==> src/rtl/matmul_apb_arb_if.sv <==
// Two-requester APB bundle for the matmul arbiter: requester ports m0/m1 and downstream slave port.
// Latency: none (signal bundle only).
// Backpressure: carried by s_pready_i toward the requesters through mN_pready_o.
// Modports: slave = arbiter view (takes requests, drives matmul APB master side);
//           master = environment view (drives requesters and the matmul slave response).
interface matmul_apb_arb_if #(
   parameter int BUS_WIDTH  = 32,
   parameter int ADDR_WIDTH = 32,
   parameter int MAX_DIM    = 4
) ();
   // requester 0
   logic                  m0_psel_i;
   logic                  m0_penable_i;
   logic                  m0_pwrite_i;
   logic [ADDR_WIDTH-1:0] m0_paddr_i;
   logic [BUS_WIDTH-1:0]  m0_pwdata_i;
   logic [MAX_DIM-1:0]    m0_pstrb_i;
   logic [BUS_WIDTH-1:0]  m0_prdata_o;
   logic                  m0_pready_o;
   logic                  m0_pslverr_o;
   // requester 1
   logic                  m1_psel_i;
   logic                  m1_penable_i;
   logic                  m1_pwrite_i;
   logic [ADDR_WIDTH-1:0] m1_paddr_i;
   logic [BUS_WIDTH-1:0]  m1_pwdata_i;
   logic [MAX_DIM-1:0]    m1_pstrb_i;
   logic [BUS_WIDTH-1:0]  m1_prdata_o;
   logic                  m1_pready_o;
   logic                  m1_pslverr_o;
   // downstream matmul slave
   logic                  s_psel_o;
   logic                  s_penable_o;
   logic                  s_pwrite_o;
   logic [ADDR_WIDTH-1:0] s_paddr_o;
   logic [BUS_WIDTH-1:0]  s_pwdata_o;
   logic [MAX_DIM-1:0]    s_pstrb_o;
   logic [BUS_WIDTH-1:0]  s_prdata_i;
   logic                  s_pready_i;
   logic                  s_pslverr_i;
   // ownership
   logic [1:0]            grant_o;

   modport slave (
      input  m0_psel_i, m0_penable_i, m0_pwrite_i, m0_paddr_i, m0_pwdata_i, m0_pstrb_i,
      output m0_prdata_o, m0_pready_o, m0_pslverr_o,
      input  m1_psel_i, m1_penable_i, m1_pwrite_i, m1_paddr_i, m1_pwdata_i, m1_pstrb_i,
      output m1_prdata_o, m1_pready_o, m1_pslverr_o,
      output s_psel_o, s_penable_o, s_pwrite_o, s_paddr_o, s_pwdata_o, s_pstrb_o,
      input  s_prdata_i, s_pready_i, s_pslverr_i,
      output grant_o
   );

   modport master (
      output m0_psel_i, m0_penable_i, m0_pwrite_i, m0_paddr_i, m0_pwdata_i, m0_pstrb_i,
      input  m0_prdata_o, m0_pready_o, m0_pslverr_o,
      output m1_psel_i, m1_penable_i, m1_pwrite_i, m1_paddr_i, m1_pwdata_i, m1_pstrb_i,
      input  m1_prdata_o, m1_pready_o, m1_pslverr_o,
      input  s_psel_o, s_penable_o, s_pwrite_o, s_paddr_o, s_pwdata_o, s_pstrb_o,
      output s_prdata_i, s_pready_i, s_pslverr_i,
      input  grant_o
   );
endinterface

==> src/rtl/matmul_apb_arb.sv <==
// Round-robin arbiter muxing two APB requesters onto one matmul APB slave.
// Latency: request seen in IDLE at cycle 0 -> earliest requester pready at cycle 2; one idle cycle between transfers.
// Backpressure: ACCESS holds until s_pready_i (or timeout when MATMUL_ARB_TIMEOUT_EN is defined); losers wait with psel held.
// Ports: clk_i, rst_ni (async active-low), bus (matmul_apb_arb_if.slave: m0/m1 requesters, s_* slave side, grant_o).
// Optional feature macro: MATMUL_ARB_TIMEOUT_EN -- aborts ACCESS with pslverr after TIMEOUT_CYCLES waiting cycles.
module matmul_apb_arb #(
   parameter int BUS_WIDTH      = 32,
   parameter int ADDR_WIDTH     = 32,
   parameter int MAX_DIM        = 4,
   parameter int TIMEOUT_CYCLES = 16
) (
   input logic             clk_i,
   input logic             rst_ni,
   matmul_apb_arb_if.slave bus
);

   typedef enum logic [1:0] {
      ST_IDLE   = 2'd0,
      ST_SETUP  = 2'd1,
      ST_ACCESS = 2'd2
   } state_t;

   state_t                r_state;
   logic [1:0]            r_grant;
   logic                  r_last_m1;   // 1: m1 was served last, so m0 wins a tie
   logic                  r_psel;
   logic                  r_penable;
   logic                  r_pwrite;
   logic [ADDR_WIDTH-1:0] r_paddr;
   logic [BUS_WIDTH-1:0]  r_pwdata;
   logic [MAX_DIM-1:0]    r_pstrb;

   logic                  w_req;
   logic                  w_pick_m1;
   logic                  w_timeout;
   logic                  w_done;
   logic                  w_m0_pready;
   logic                  w_m0_pslverr;
   logic [BUS_WIDTH-1:0]  w_m0_prdata;
   logic                  w_m1_pready;
   logic                  w_m1_pslverr;
   logic [BUS_WIDTH-1:0]  w_m1_prdata;

   assign w_req     = bus.m0_psel_i | bus.m1_psel_i;
   // m1 wins when it is the only requester, or on a tie when m0 was served last
   assign w_pick_m1 = bus.m1_psel_i & (~bus.m0_psel_i | ~r_last_m1);

`ifdef MATMUL_ARB_TIMEOUT_EN
   localparam int CNT_W = (TIMEOUT_CYCLES > 1) ? $clog2(TIMEOUT_CYCLES) : 1;
   logic [CNT_W-1:0] r_wait_cnt;
   // fires on the TIMEOUT_CYCLES-th ACCESS cycle without pready
   assign w_timeout = (r_state == ST_ACCESS) && !bus.s_pready_i &&
                      (r_wait_cnt == CNT_W'(TIMEOUT_CYCLES - 1));
`else
   assign w_timeout = 1'b0;
`endif

   assign w_done = (r_state == ST_ACCESS) && (bus.s_pready_i || w_timeout);

   // Completion is returned in the same cycle the slave answers. A granted requester
   // that has left its access phase gets nothing: the response is dropped.
   always_comb begin
      w_m0_pready  = 1'b0;
      w_m0_pslverr = 1'b0;
      w_m0_prdata  = '0;
      w_m1_pready  = 1'b0;
      w_m1_pslverr = 1'b0;
      w_m1_prdata  = '0;
      if (w_done) begin
         if (r_grant[0] && bus.m0_psel_i && bus.m0_penable_i) begin
            w_m0_pready  = 1'b1;
            w_m0_pslverr = w_timeout ? 1'b1 : bus.s_pslverr_i;
            w_m0_prdata  = w_timeout ? '0 : bus.s_prdata_i;
         end
         if (r_grant[1] && bus.m1_psel_i && bus.m1_penable_i) begin
            w_m1_pready  = 1'b1;
            w_m1_pslverr = w_timeout ? 1'b1 : bus.s_pslverr_i;
            w_m1_prdata  = w_timeout ? '0 : bus.s_prdata_i;
         end
      end
   end

   always_ff @(posedge clk_i or negedge rst_ni) begin
      if (!rst_ni) begin
         r_state   <= ST_IDLE;
         r_grant   <= 2'b00;
         r_last_m1 <= 1'b1;
         r_psel    <= 1'b0;
         r_penable <= 1'b0;
         r_pwrite  <= 1'b0;
         r_paddr   <= '0;
         r_pwdata  <= '0;
         r_pstrb   <= '0;
`ifdef MATMUL_ARB_TIMEOUT_EN
         r_wait_cnt <= '0;
`endif
      end else begin
         case (r_state)
            ST_IDLE: begin
               if (w_req) begin
                  r_state   <= ST_SETUP;
                  r_grant   <= w_pick_m1 ? 2'b10 : 2'b01;
                  r_psel    <= 1'b1;
                  r_penable <= 1'b0;
                  r_pwrite  <= w_pick_m1 ? bus.m1_pwrite_i : bus.m0_pwrite_i;
                  r_paddr   <= w_pick_m1 ? bus.m1_paddr_i  : bus.m0_paddr_i;
                  r_pwdata  <= w_pick_m1 ? bus.m1_pwdata_i : bus.m0_pwdata_i;
                  r_pstrb   <= w_pick_m1 ? bus.m1_pstrb_i  : bus.m0_pstrb_i;
               end
            end
            ST_SETUP: begin
               r_state   <= ST_ACCESS;
               r_penable <= 1'b1;
`ifdef MATMUL_ARB_TIMEOUT_EN
               r_wait_cnt <= '0;
`endif
            end
            ST_ACCESS: begin
               if (w_done) begin
                  r_state   <= ST_IDLE;
                  r_psel    <= 1'b0;
                  r_penable <= 1'b0;
                  r_grant   <= 2'b00;
                  r_last_m1 <= r_grant[1];
               end
`ifdef MATMUL_ARB_TIMEOUT_EN
               else begin
                  r_wait_cnt <= r_wait_cnt + CNT_W'(1);
               end
`endif
            end
            default: begin
               r_state <= ST_IDLE;
            end
         endcase
      end
   end

   assign bus.s_psel_o     = r_psel;
   assign bus.s_penable_o  = r_penable;
   assign bus.s_pwrite_o   = r_pwrite;
   assign bus.s_paddr_o    = r_paddr;
   assign bus.s_pwdata_o   = r_pwdata;
   assign bus.s_pstrb_o    = r_pstrb;
   assign bus.grant_o      = r_grant;
   assign bus.m0_pready_o  = w_m0_pready;
   assign bus.m0_pslverr_o = w_m0_pslverr;
   assign bus.m0_prdata_o  = w_m0_prdata;
   assign bus.m1_pready_o  = w_m1_pready;
   assign bus.m1_pslverr_o = w_m1_pslverr;
   assign bus.m1_prdata_o  = w_m1_prdata;

endmodule

==> src/flat_wrapper.sv <==
// flat-port wrapper written by rule: the top's interface ports become plain ports
module matmul_apb_arb_flat 
#(
   parameter int BUS_WIDTH      = 32,
   parameter int ADDR_WIDTH     = 32,
   parameter int MAX_DIM        = 4,
   parameter int TIMEOUT_CYCLES = 16
)
  (clk_i, rst_ni, bus_m0_psel_i, bus_m0_penable_i, bus_m0_pwrite_i, bus_m0_paddr_i, bus_m0_pwdata_i, bus_m0_pstrb_i, bus_m0_prdata_o, bus_m0_pready_o, bus_m0_pslverr_o, bus_m1_psel_i, bus_m1_penable_i, bus_m1_pwrite_i, bus_m1_paddr_i, bus_m1_pwdata_i, bus_m1_pstrb_i, bus_m1_prdata_o, bus_m1_pready_o, bus_m1_pslverr_o, bus_s_psel_o, bus_s_penable_o, bus_s_pwrite_o, bus_s_paddr_o, bus_s_pwdata_o, bus_s_pstrb_o, bus_s_prdata_i, bus_s_pready_i, bus_s_pslverr_i, bus_grant_o);
  matmul_apb_arb_if #(.BUS_WIDTH(BUS_WIDTH), .ADDR_WIDTH(ADDR_WIDTH), .MAX_DIM(MAX_DIM)) bus_i ();
  input logic clk_i;
  input logic rst_ni;
  input wire logic [$bits(bus_i.m0_psel_i)-1:0] bus_m0_psel_i;
  input wire logic [$bits(bus_i.m0_penable_i)-1:0] bus_m0_penable_i;
  input wire logic [$bits(bus_i.m0_pwrite_i)-1:0] bus_m0_pwrite_i;
  input wire logic [$bits(bus_i.m0_paddr_i)-1:0] bus_m0_paddr_i;
  input wire logic [$bits(bus_i.m0_pwdata_i)-1:0] bus_m0_pwdata_i;
  input wire logic [$bits(bus_i.m0_pstrb_i)-1:0] bus_m0_pstrb_i;
  output wire logic [$bits(bus_i.m0_prdata_o)-1:0] bus_m0_prdata_o;
  output wire logic [$bits(bus_i.m0_pready_o)-1:0] bus_m0_pready_o;
  output wire logic [$bits(bus_i.m0_pslverr_o)-1:0] bus_m0_pslverr_o;
  input wire logic [$bits(bus_i.m1_psel_i)-1:0] bus_m1_psel_i;
  input wire logic [$bits(bus_i.m1_penable_i)-1:0] bus_m1_penable_i;
  input wire logic [$bits(bus_i.m1_pwrite_i)-1:0] bus_m1_pwrite_i;
  input wire logic [$bits(bus_i.m1_paddr_i)-1:0] bus_m1_paddr_i;
  input wire logic [$bits(bus_i.m1_pwdata_i)-1:0] bus_m1_pwdata_i;
  input wire logic [$bits(bus_i.m1_pstrb_i)-1:0] bus_m1_pstrb_i;
  output wire logic [$bits(bus_i.m1_prdata_o)-1:0] bus_m1_prdata_o;
  output wire logic [$bits(bus_i.m1_pready_o)-1:0] bus_m1_pready_o;
  output wire logic [$bits(bus_i.m1_pslverr_o)-1:0] bus_m1_pslverr_o;
  output wire logic [$bits(bus_i.s_psel_o)-1:0] bus_s_psel_o;
  output wire logic [$bits(bus_i.s_penable_o)-1:0] bus_s_penable_o;
  output wire logic [$bits(bus_i.s_pwrite_o)-1:0] bus_s_pwrite_o;
  output wire logic [$bits(bus_i.s_paddr_o)-1:0] bus_s_paddr_o;
  output wire logic [$bits(bus_i.s_pwdata_o)-1:0] bus_s_pwdata_o;
  output wire logic [$bits(bus_i.s_pstrb_o)-1:0] bus_s_pstrb_o;
  input wire logic [$bits(bus_i.s_prdata_i)-1:0] bus_s_prdata_i;
  input wire logic [$bits(bus_i.s_pready_i)-1:0] bus_s_pready_i;
  input wire logic [$bits(bus_i.s_pslverr_i)-1:0] bus_s_pslverr_i;
  output wire logic [$bits(bus_i.grant_o)-1:0] bus_grant_o;
  assign bus_i.m0_psel_i = bus_m0_psel_i;
  assign bus_i.m0_penable_i = bus_m0_penable_i;
  assign bus_i.m0_pwrite_i = bus_m0_pwrite_i;
  assign bus_i.m0_paddr_i = bus_m0_paddr_i;
  assign bus_i.m0_pwdata_i = bus_m0_pwdata_i;
  assign bus_i.m0_pstrb_i = bus_m0_pstrb_i;
  assign bus_m0_prdata_o = bus_i.m0_prdata_o;
  assign bus_m0_pready_o = bus_i.m0_pready_o;
  assign bus_m0_pslverr_o = bus_i.m0_pslverr_o;
  assign bus_i.m1_psel_i = bus_m1_psel_i;
  assign bus_i.m1_penable_i = bus_m1_penable_i;
  assign bus_i.m1_pwrite_i = bus_m1_pwrite_i;
  assign bus_i.m1_paddr_i = bus_m1_paddr_i;
  assign bus_i.m1_pwdata_i = bus_m1_pwdata_i;
  assign bus_i.m1_pstrb_i = bus_m1_pstrb_i;
  assign bus_m1_prdata_o = bus_i.m1_prdata_o;
  assign bus_m1_pready_o = bus_i.m1_pready_o;
  assign bus_m1_pslverr_o = bus_i.m1_pslverr_o;
  assign bus_s_psel_o = bus_i.s_psel_o;
  assign bus_s_penable_o = bus_i.s_penable_o;
  assign bus_s_pwrite_o = bus_i.s_pwrite_o;
  assign bus_s_paddr_o = bus_i.s_paddr_o;
  assign bus_s_pwdata_o = bus_i.s_pwdata_o;
  assign bus_s_pstrb_o = bus_i.s_pstrb_o;
  assign bus_i.s_prdata_i = bus_s_prdata_i;
  assign bus_i.s_pready_i = bus_s_pready_i;
  assign bus_i.s_pslverr_i = bus_s_pslverr_i;
  assign bus_grant_o = bus_i.grant_o;
  matmul_apb_arb #(.BUS_WIDTH(BUS_WIDTH), .ADDR_WIDTH(ADDR_WIDTH), .MAX_DIM(MAX_DIM), .TIMEOUT_CYCLES(TIMEOUT_CYCLES)) u_core (.clk_i(clk_i), .rst_ni(rst_ni), .bus(bus_i));
endmodule
==> config.mk <==
export PLATFORM = sky130hd
export DESIGN_NAME = matmul_apb_arb_flat
export DESIGN_NICKNAME = d
export VERILOG_FILES = /design/src/rtl/matmul_apb_arb_if.sv /design/src/rtl/matmul_apb_arb.sv /design/src/flat_wrapper.sv
export SDC_FILE = /design/constraint.sdc
export NUM_CORES = 1
export LEC_CHECK = 0
export ABC_CLOCK_PERIOD_IN_PS = 1700
export BUFFER_PORTS_ARGS = -buffer_cell sky130_fd_sc_hd__buf_4
export CORE_AREA = 2 2 122 124
export DETAILED_ROUTE_END_ITERATION = 6
export DIE_AREA = 0 0 124 126
export PLACE_DENSITY = 0.68
export SETUP_SLACK_MARGIN = 0.15
export SYNTH_ARGS = -nofsm -noshare
export SYNTH_HDL_FRONTEND = slang
export SYNTH_SLANG_ARGS = --single-unit
==> constraint.sdc <==
create_clock -name clk_i -period 1.7 [get_ports clk_i]
set_input_delay 0.085 -clock clk_i [delete_from_list [all_inputs] [get_ports clk_i]]
set_output_delay 0.085 -clock clk_i [all_outputs]
set_load 0.05 [all_outputs]
# == After elaboration in Yosys (flattened, before gate mapping) ==
# Index checks and enable logic that the tools add are counted.
# op_classes
n_eq_ne,4
muxes,27
n_bitwise,5
reduce_logical,13
# op_table
operator,count
two-way mux 32 bit,6
two-way mux 1 bit,12
two-way mux 2 bit,4
case mux 2 bit (3 select lines),1
AND reduction 2 bit,3
AND reduction 3 bit,2
logical AND 1 bit,5
two-way mux 4 bit,1
"!= test 2 x 1 -> 1 bit, second input constant",2
case mux 2 bit (2 select lines),1
case mux 1 bit (3 select lines),1
nonzero test 3 bit,1
"== test 2 x 1 -> 1 bit, second input constant",1
"== test 2 bit, second input constant",1
logical NOT 2 bit,1
NOT 1 bit,2
bitwise OR 1 bit,2
case mux 1 bit (2 select lines),1
nonzero test 2 bit,1
AND 1 bit,1
# word_totals
register_bits,76
inputBits,178
output_inout_bits,141
wordCells,58

# == Depth between registers and ports, before layout ==
# Gate-level depths: netlist of run 1.
# logic_depth
ltp_word,6
mapped_depth,6
depth_no_buf,3

# == Least setup slack after synthesis of run 1 ==
# No wires, ideal clock.
# synth_path
path_type,flip-flop to output port
startpoint,register u_core.r_grant[1] (netlist: u_core.bus.grant_o[1])
endpoint,output port bus_m1_prdata_o[22]
arrival_ps,1814
required_time_ps,1615
setup_slack_ps,-199
stages_incl_launch_ff,5
n_path_buf,1
cell_sequence,dfrtp_1 > nand3_1 > nor2_1 > buf_2 > and2_1
# synth_between
elab_chain_len,4
# synth_lines
element,line,rtl
"start, declared",matmul_apb_arb.sv:24,logic [1:0] r_grant;
"start signal, assigned",matmul_apb_arb.sv:102,r_grant <= w_pick_m1 ? 2'b10 : 2'b01;
logical AND 1 bit (2 in series),matmul_apb_arb.sv:75,if (r_grant[1] && bus.m1_psel_i && bus.m1_penable_i) begin
two-way mux 32 bit,matmul_apb_arb.sv:75,
two-way mux 32 bit,matmul_apb_arb.sv:69,if (w_done) begin
"end, declared",flat_wrapper.sv:28,output wire logic [$bits(bus_i.m1_prdata_o)-1:0] bus_m1_prdata_o;
# No other way between the ends.

# == Final worst setup path of run 1 ==
# layout_path
startpoint,register u_core.r_state[0]
endpoint,output port bus_m1_prdata_o[3]
# layout_between
elab_chain_len,3
# layout_lines
element,line,rtl
"start, declared",matmul_apb_arb.sv:23,state_t r_state;
"start signal, assigned",matmul_apb_arb.sv:85,r_state <= ST_IDLE;
"start signal, assigned",matmul_apb_arb.sv:101,r_state <= ST_SETUP;
"start signal, assigned",matmul_apb_arb.sv:112,r_state <= ST_ACCESS;
== test 2 bit,matmul_apb_arb.sv:58,assign w_done = (r_state == ST_ACCESS) && (bus.s_pready_i || w_timeout);
logical AND 1 bit,matmul_apb_arb.sv:58,
two-way mux 32 bit,matmul_apb_arb.sv:69,
# No other way between the ends.

==> results of run 1 <==
-- worst reg2reg max path, delay by kind of cell (launching register included) --
family,cells,cell delay [ns]
compound gates,2,0.53
buf+inv,3,0.44
flops,1,0.37
simple gates,1,0.18
-- cell families (layout without fill, tap and decap cells) --
kind of cell,after synthesis,in the layout,synth area share
and+or+nand+nor,147,147,0.244
DFF,76,76,0.508
AOI/OAI and AO/OA,73,74,0.194
buffers and inverters,37,435,0.0460
muxes,3,3,0.00901
-- final timing paths --
check,slack (ns),to,startpoint
worst min-delay path,0.08,u_core.bus.s_pwdata_o[26],bus_m1_pwdata_i[26]
min in group asynchronous,0.28,u_core.bus.s_paddr_o[11],rst_ni
worst max-delay path,-0.15,bus_m1_prdata_o[3],u_core.r_state[0]
max in group asynchronous,0.79,u_core.bus.s_pwdata_o[24],rst_ni
worst max register to register,0.06,u_core.bus.s_pwdata_o[2],u_core.r_state[0]
worst min register to register,0.48,u_core.bus.s_psel_o,u_core.bus.s_psel_o
-- flip-flops by register name, summed over array words and instances, names as in the netlist --
signal / cells
u_core.bus.grant_o: 2
u_core.bus.s_paddr_o: 32
u_core.bus.s_penable_o: 1
u_core.bus.s_psel_o: 1
u_core.bus.s_pstrb_o: 4
u_core.bus.s_pwdata_o: 32
u_core.bus.s_pwrite_o: 1
u_core.r_last_m1: 1
u_core.r_state: 2
-- per-layer routing --
metal  global-route usage  vias up  routed length (µm)
met5                    0        -                   0
met4               0.0952        0                 510
met2                0.347      229                9410
li1                     -     2075                   -
met3               0.0462       44                1350
met1                0.266     2212                7210
-- power by group through the flow --
| stage | Combinational [W] | Clock, W | Sequential (W) |
|---|---|---|---|
| floorplan | 0.00209 | 0 | 0.00609 |
| global placement | 0.00730 | 0 | 0.00329 |
| detailed placement | 0.00742 | 0 | 0.00329 |
| CTS | 0.00769 | 0.00178 | 0.00327 |
| global route | 0.00873 | 0.00187 | 0.00338 |
| finish | 0.00837 | 0.00173 | 0.00329 |
-- through the flow --
step / setup slack, ns / std cells
final: -0.145 / 919
after global routing: -0.200 / 919
after CTS: -0.0988 / 905
after detailed placement: 0.116 / 815
after global placement: 0.160 / 815
after floorplan: 0.121 / 336
-- cell type report --
cell class / count / share of cell area
clock inverters: 2 / 0.00150
flip-flops and latches: 76 / 0.228
inverters: 1 / 0.000449
repair buffers: 421 / 0.487
clock buffers: 11 / 0.0302
well taps: 184 / 0.0275
multi-input cells: 224 / 0.225
-- repair_timing --
action                                  4_1_cts  5_1_grt
pin swaps                                     3       86
hold buffers                                 69        0
endpoints found under the setup margin      109      109
gates cloned                                  2       11
resized for setup                           112       70
buffers inserted                              6        3
hold endpoints to repair                    104        0
-- cell usage in the layout, fill, tap and decap left out, types with 2 or more instances in the layout --
master	n
buf_6	25
dfrtp_2	2
nor2_4	3
and2_1	2
dlygate4sd3_1	69
buf_12	9
and2_4	48
clkbuf_8	2
and2_2	16
dfrtp_1	73
and3_1	68
o21ai_4	2
mux2_2	2
buf_8	54
nand3_1	2
buf_4	257
clkbuf_16	15
a221o_1	68
nand2_1	2
==> results by group, run 1 <==
Status
  • Status: finished, violations left
  • Violated checks: setup timing

Power
  • Clock power share: 0.129
  • Design Power: 0.0134 W
  • Pleak: 4.28 nW
  • Gate power share: 0.625
  • Flop pwr share: 0.246
  • Pwr per Cell Area: 1600 nW/µm²
  • Max rail drop VDD: 0.000912 V
  • Internal power: 0.00701 W
  • Sw frac: 0.476
  • Sw power: 0.00638 W

Logic synthesis
  • Number of synthesized register bits: 76
  • Mapped Area: 3750 µm²
  • Post-synthesis sequential area ratio: 0.508
  • Netlist cell types: 24
  • Cell with the most instances after synthesis: dfrtp_1
  • Mapped Avg Cell Area: 11.2 µm²
  • Post-synth net total: 514
  • Syn Inst Count: 336
  • Ys flop type: dfrtp_1
  • Top cells by area, synth: dfrtp_1 (50%), a221o_1 (18%), and3_1 (12%)
  • Post-synth EDFFs: 0
  • Post-synth top area share: 0.501
  • Post-synth ARST share: 1.00
  • Yosys warns: 0
  • Yosys top cell by area: dfrtp_1
  • Most frequent cells after synthesis: dfrtp_1 (75), and3_1 (69), a221o_1 (68)

Timing
  • Period utilisation layout: 1.09
  • Worst rel slew slack: 0.635
  • Worst setup margin: -0.145 ns
  • TNS Setup: -6.34 ns
  • Pins Over Slew Limit: 0
  • Minimum clock period: 1.85 ns
  • Worst Skew: 0.00712 ns
  • Final setup fails: 68
  • Slew @ Worst Pin: 0.547 ns
  • FMAX: 542 MHz
  • Hold_ws: 0.0779 ns
  • RSZ-0062 raised after global routing: yes
  • Final-report hold violation count: 0

Drt
  • DRT antenna net count: 0
  • Starting DRT DRC Count: 233
  • Wire per inst: 20.1 µm
  • Drt pass-1 iters: 4
  • Routed wire length: 18500 µm
  • Vias/cell: 4.96
  • Via count: 4560
  • Remaining DRCs: 0

Die
  • Die X: 124 µm
  • # IOs: 319
  • Die area: 15600 µm²
  • Total core area: 14300 µm²
  • Rows: 44
  • Initial Utilization: 0.262
  • Die Height: 126 µm

Run
  • Max Cap Violations: 0

Critical path
  • Cell depth of the worst setup path: 6
  • CP max stage delay: 0.37 ns
  • Crit Path Class: register to output pin
  • Critical Path RT: 1.62 ns
  • CP Buf/Inv Count: 3
  • Setup crit end kind: output pin
  • Cell breakdown of the critical path: nand3b_1 -> nor2_4 -> buf_6 -> clkbuf_16 -> and2_4 -> buf_8
  • Worst reg-to-reg path cell count: 6
  • Cell family with most CP delay: simple AND/OR/NAND/NOR gates
  • Critical path peak fanout: 8
  • Setup crit start kind: register
  • Worst Path Arrival: 1.76 ns
  • CP max-delay cell: dfrtp_1

Finish
  • Final Net Count: 911
  • Area delta synth->final: 123%
  • Register Area: 1910 µm²
  • ANT cells: 0
  • Final Instance Area: 8360 µm²
  • FILL cells: 1146
  • Multi-input logic area: 1880 µm²
  • Final Core Density: 0.584
  • Proportion of layout cells with a drive suffix above 1: 0.604

Global route
  • Antenna violations before repair: 0
  • First-pass GRT wire length: 25600 µm
  • Global-route usage over all layers: 0.212
  • Pin count of the biggest net entering global routing: 42
  • Vias in the first global route: 4791
  • Total grt overflow: 0

Placed design
  • GP Congestion: 0.975
  • HPWL Detailed: 11500 µm
  • Placed cell area: 6480 µm²
  • I/O Buffers: 318

Clock tree
  • Clock latency at the later pin of the worst-skew pair: 0.33 ns
  • Clk pin slew, worst setup/hold paths: 0.06 ns
  • Total CTS buffers: 9
  • Clock H-tree levels: 3
  • CTS tree: done
  • Clock root cell: clkbuf_16
  • CTS max path bufs: 2
  • CTS sink cnt: 76

Worst hold path
  • Hold depth: 3
  • Worst min-delay path class: input pin to register
Note: power is estimated with default switching activity, not from simulation.
==> run 2, diff against run 1 <==
--- a/config.mk
+++ b/config.mk
@@ -5,12 +5,14 @@
 export SDC_FILE = /design/constraint.sdc
 export NUM_CORES = 1
 export LEC_CHECK = 0
+export ABC_AREA = 1
 export ABC_CLOCK_PERIOD_IN_PS = 1700
 export BUFFER_PORTS_ARGS = -buffer_cell sky130_fd_sc_hd__buf_4
-export CORE_AREA = 2 2 122 124
+export CORE_MARGIN = 2
+export CORE_UTILIZATION = 30
 export DETAILED_ROUTE_END_ITERATION = 6
-export DIE_AREA = 0 0 124 126
-export PLACE_DENSITY = 0.68
+export MAX_ROUTING_LAYER = met4
+export PLACE_DENSITY = 0.72
 export SETUP_SLACK_MARGIN = 0.15
 export SYNTH_ARGS = -nofsm -noshare
 export SYNTH_HDL_FRONTEND = slang
==> run 2 against run 1 <==
Effect of this change: the flow still finishes with violations (setup timing); flip-flop and latch count unchanged; clock skew decreased by 0.00081 ns; worst hold slack got worse by 0.046 ns; clock power increased by 17%.
==> results by group, run 2 <==
Logic synthesis
  • Post-synth net total: 845
  • Cell with the most instances after synthesis: nand2_1
  • Mapped Avg Cell Area: 6.47 µm²
  • Ys flop type: dfrtp_1
  • Number of synthesized register bits: 76
  • Yosys top cell by area: dfrtp_1
  • Post-synthesis sequential area ratio: 0.441
  • Post-synth ARST share: 1.00
  • Post-synth top area share: 0.435
  • Post-synth EDFFs: 0
  • Top cells by area, synth: dfrtp_1 (43%), nand2_1 (31%), nand3_1 (8.6%)
  • Most frequent cells after synthesis: nand2_1 (354), dfrtp_1 (75), nand3_1 (74)
  • Mapped Area: 4320 µm²
  • Syn Inst Count: 667
  • Yosys warns: 0
  • Netlist cell types: 19

Timing
  • Pins Over Slew Limit: 0
  • Minimum clock period: 1.71 ns
  • Hold_ws: 0.0320 ns
  • Slew @ Worst Pin: 0.529 ns
  • Period utilisation layout: 1.00
  • Worst setup margin: -0.00646 ns
  • RSZ-0062 raised after global routing: yes
  • Final-report hold violation count: 0
  • TNS Setup: -0.00727 ns
  • Worst rel slew slack: 0.648
  • FMAX: 586 MHz
  • Worst Skew: 0.00630 ns
  • Final setup fails: 2

Global route
  • Vias in the first global route: 5055
  • Pin count of the biggest net entering global routing: 50
  • GRT busiest layer: met2
  • Global routing usage on met1: 0.252
  • Total grt overflow: 0
  • Antenna violations before repair: 1
  • First-pass GRT wire length: 26000 µm
  • Global-route usage over all layers: 0.225
  • Met3 global-route usage: 0.0472
  • GR Util met2: 0.406

Run
  • Max Cap Violations: 0

Critical path
  • Flop2flop setup slack: 0.22 ns
  • Worst setup path start: u_core.r_state[0]
  • Critical path peak fanout: 11
  • Worst reg-to-reg path cell count: 6
  • Setup crit end kind: output pin
  • Critical Path RT: 1.62 ns
  • Reg-to-reg critical path endpoint: u_core.bus.s_paddr_o[17]
  • Crit Path Class: register to output pin
  • Setup crit start kind: register
  • Crit path to: bus_m0_prdata_o[18]
  • FF-to-FF Start: u_core.r_state[0]
  • Worst Path Arrival: 1.62 ns

Drt
  • Wire per inst: 15.2 µm
  • Via count: 5368
  • Drt pass-1 iters: 4
  • Remaining DRCs: 0
  • Routed wire length: 17700 µm
  • Vias/cell: 4.60
  • DRT antenna net count: 0
  • Starting DRT DRC Count: 151

Clock tree
  • Clk pin slew, worst setup/hold paths: 0.06 ns
  • Total CTS buffers: 9
  • Clock root cell: clkbuf_16
  • Clock latency at the later pin of the worst-skew pair: 0.33 ns
  • Clock H-tree levels: 3
  • CTS tree: done
  • CTS sink cnt: 76
  • CTS max path bufs: 2

Power
  • Clock power share: 0.156
  • Pleak: 4.70 nW
  • Flop pwr share: 0.246
  • Pwr per Cell Area: 1560 nW/µm²
  • Design Power: 0.0130 W
  • Sw power: 0.00670 W
  • Gate power share: 0.598
  • Internal power: 0.00632 W
  • Sw frac: 0.515
  • Max rail drop VDD: 0.000798 V

Die
  • # IOs: 319
  • Die Height: 124 µm
  • Rows: 43
  • Die X: 124 µm
  • Total core area: 14000 µm²
  • Die area: 15400 µm²
  • Initial Utilization: 0.309

Placed design
  • I/O Buffers: 318
  • Placed cell area: 7610 µm²
  • HPWL Detailed: 12900 µm
  • GP Congestion: 0.755
  • Placed cells: 1137

Finish
  • Proportion of layout cells with a drive suffix above 1: 0.450
  • Area delta synth->final: 93.7%
  • Final Instance Area: 8360 µm²
  • Fin cells: 1168
  • FILL cells: 1235
  • Most frequent cells in the layout: nand2_1 (354), buf_4 (295), dfrtp_1 (73), nand3_1 (72), inv_1 (36)
  • Commonest non-fill, non-tap cell in the layout: nand2_1
  • Final Net Count: 1162

Worst hold path
  • Worst min-delay path class: input pin to register

Status
  • Violated checks: setup timing
  • Status: finished, violations left
run 2: cell count changes in the layout (fill, tap and decap cells not counted), sizes merged, moves of 34 or more:
cell	delta
a221o	-68
nor2	+35
inv	+37
dlygate4sd3	-67
nand3	+73
nand2	+354
nor3	+34
and2	-66
and3	-69
run 2: per-stage QoR:
step	util	worst slack, ns
final	0.598	-0.00646
after global routing	0.598	-0.0887
after CTS	0.586	0.0197
after detailed placement	0.544	0.167
after global placement	0.544	0.204
after floorplan	-	0.0592
run 2: logic make-up (layout without fill, tap and decap cells):
kind of cell / count (synthesis) / in the layout / share of synthesized area
compound gates: 3 / 3 / 0.00434
buf+inv: 84 / 404 / 0.0814
flops: 76 / 76 / 0.441
other cells: 0 / 1 / 0
simple gates: 504 / 504 / 0.473
run 2: what timing repair did:
action                                  CTS  global route
gates cloned                              0             1
hold endpoints to repair                 28             0
pin swaps                                 2             0
setup buffers                            13             0
gates resized for setup                  37            35
endpoints found under the setup margin   67            73
hold buffers                              2             0
run 2: power by group through the flow:
stage	Sequential (W)	Clock [W]	Combinational, W
final	0.00320	0.00203	0.00778
after global routing	0.00330	0.00218	0.00831
after CTS	0.00320	0.00209	0.00785
after detailed placement	0.00320	0	0.00775
after global placement	0.00319	0	0.00767
after floorplan	0.00597	0	0.00232
run 2: worst min-delay path by stage:
stage	startpoint	to	slack [ns]	cells past startpoint
after floorplan	rst_ni	u_core.bus.grant_o[0]	-0.21	0
after global placement	rst_ni	u_core.bus.s_paddr_o[29]	0.05	1
after detailed placement	rst_ni	u_core.bus.s_paddr_o[1]	0.04	1
after CTS	bus_m0_pstrb_i[3]	u_core.bus.s_pstrb_o[3]	0.02	5
after global routing	bus_m0_pwdata_i[24]	u_core.bus.s_pwdata_o[24]	0.04	5
final	bus_m0_pwdata_i[19]	u_core.bus.s_pwdata_o[19]	0.03	5
run 2: critical path: stages, from the launching register on:
cell and delay [ns]:
dfrtp_1 0.40, inv_2 0.08, nand3_4 0.10, nor2_4 0.17
inv_8 0.09, clkbuf_16 0.18, nor2_4 0.11, buf_8 0.15
run 2: routing by layer:
layer,share of wire,routed length (µm)
met5,0,0
met4,0.022,390
met3,0.070,1230
met2,0.53,9300
met1,0.38,6780
run 2: area by class of cell:
class | instances | area [µm²] | share of cell area
timing repair buffer | 352 | 3070 | 0.368
multi-input combinational | 507 | 2690 | 0.322
sequential | 76 | 1910 | 0.228
clock buffer | 10 | 239 | 0.0286
tap | 180 | 225 | 0.0269
inverter | 38 | 150 | 0.0180
clock inverter | 4 | 75.1 | 0.00898
antenna | 1 | 2.50 | 0.000299
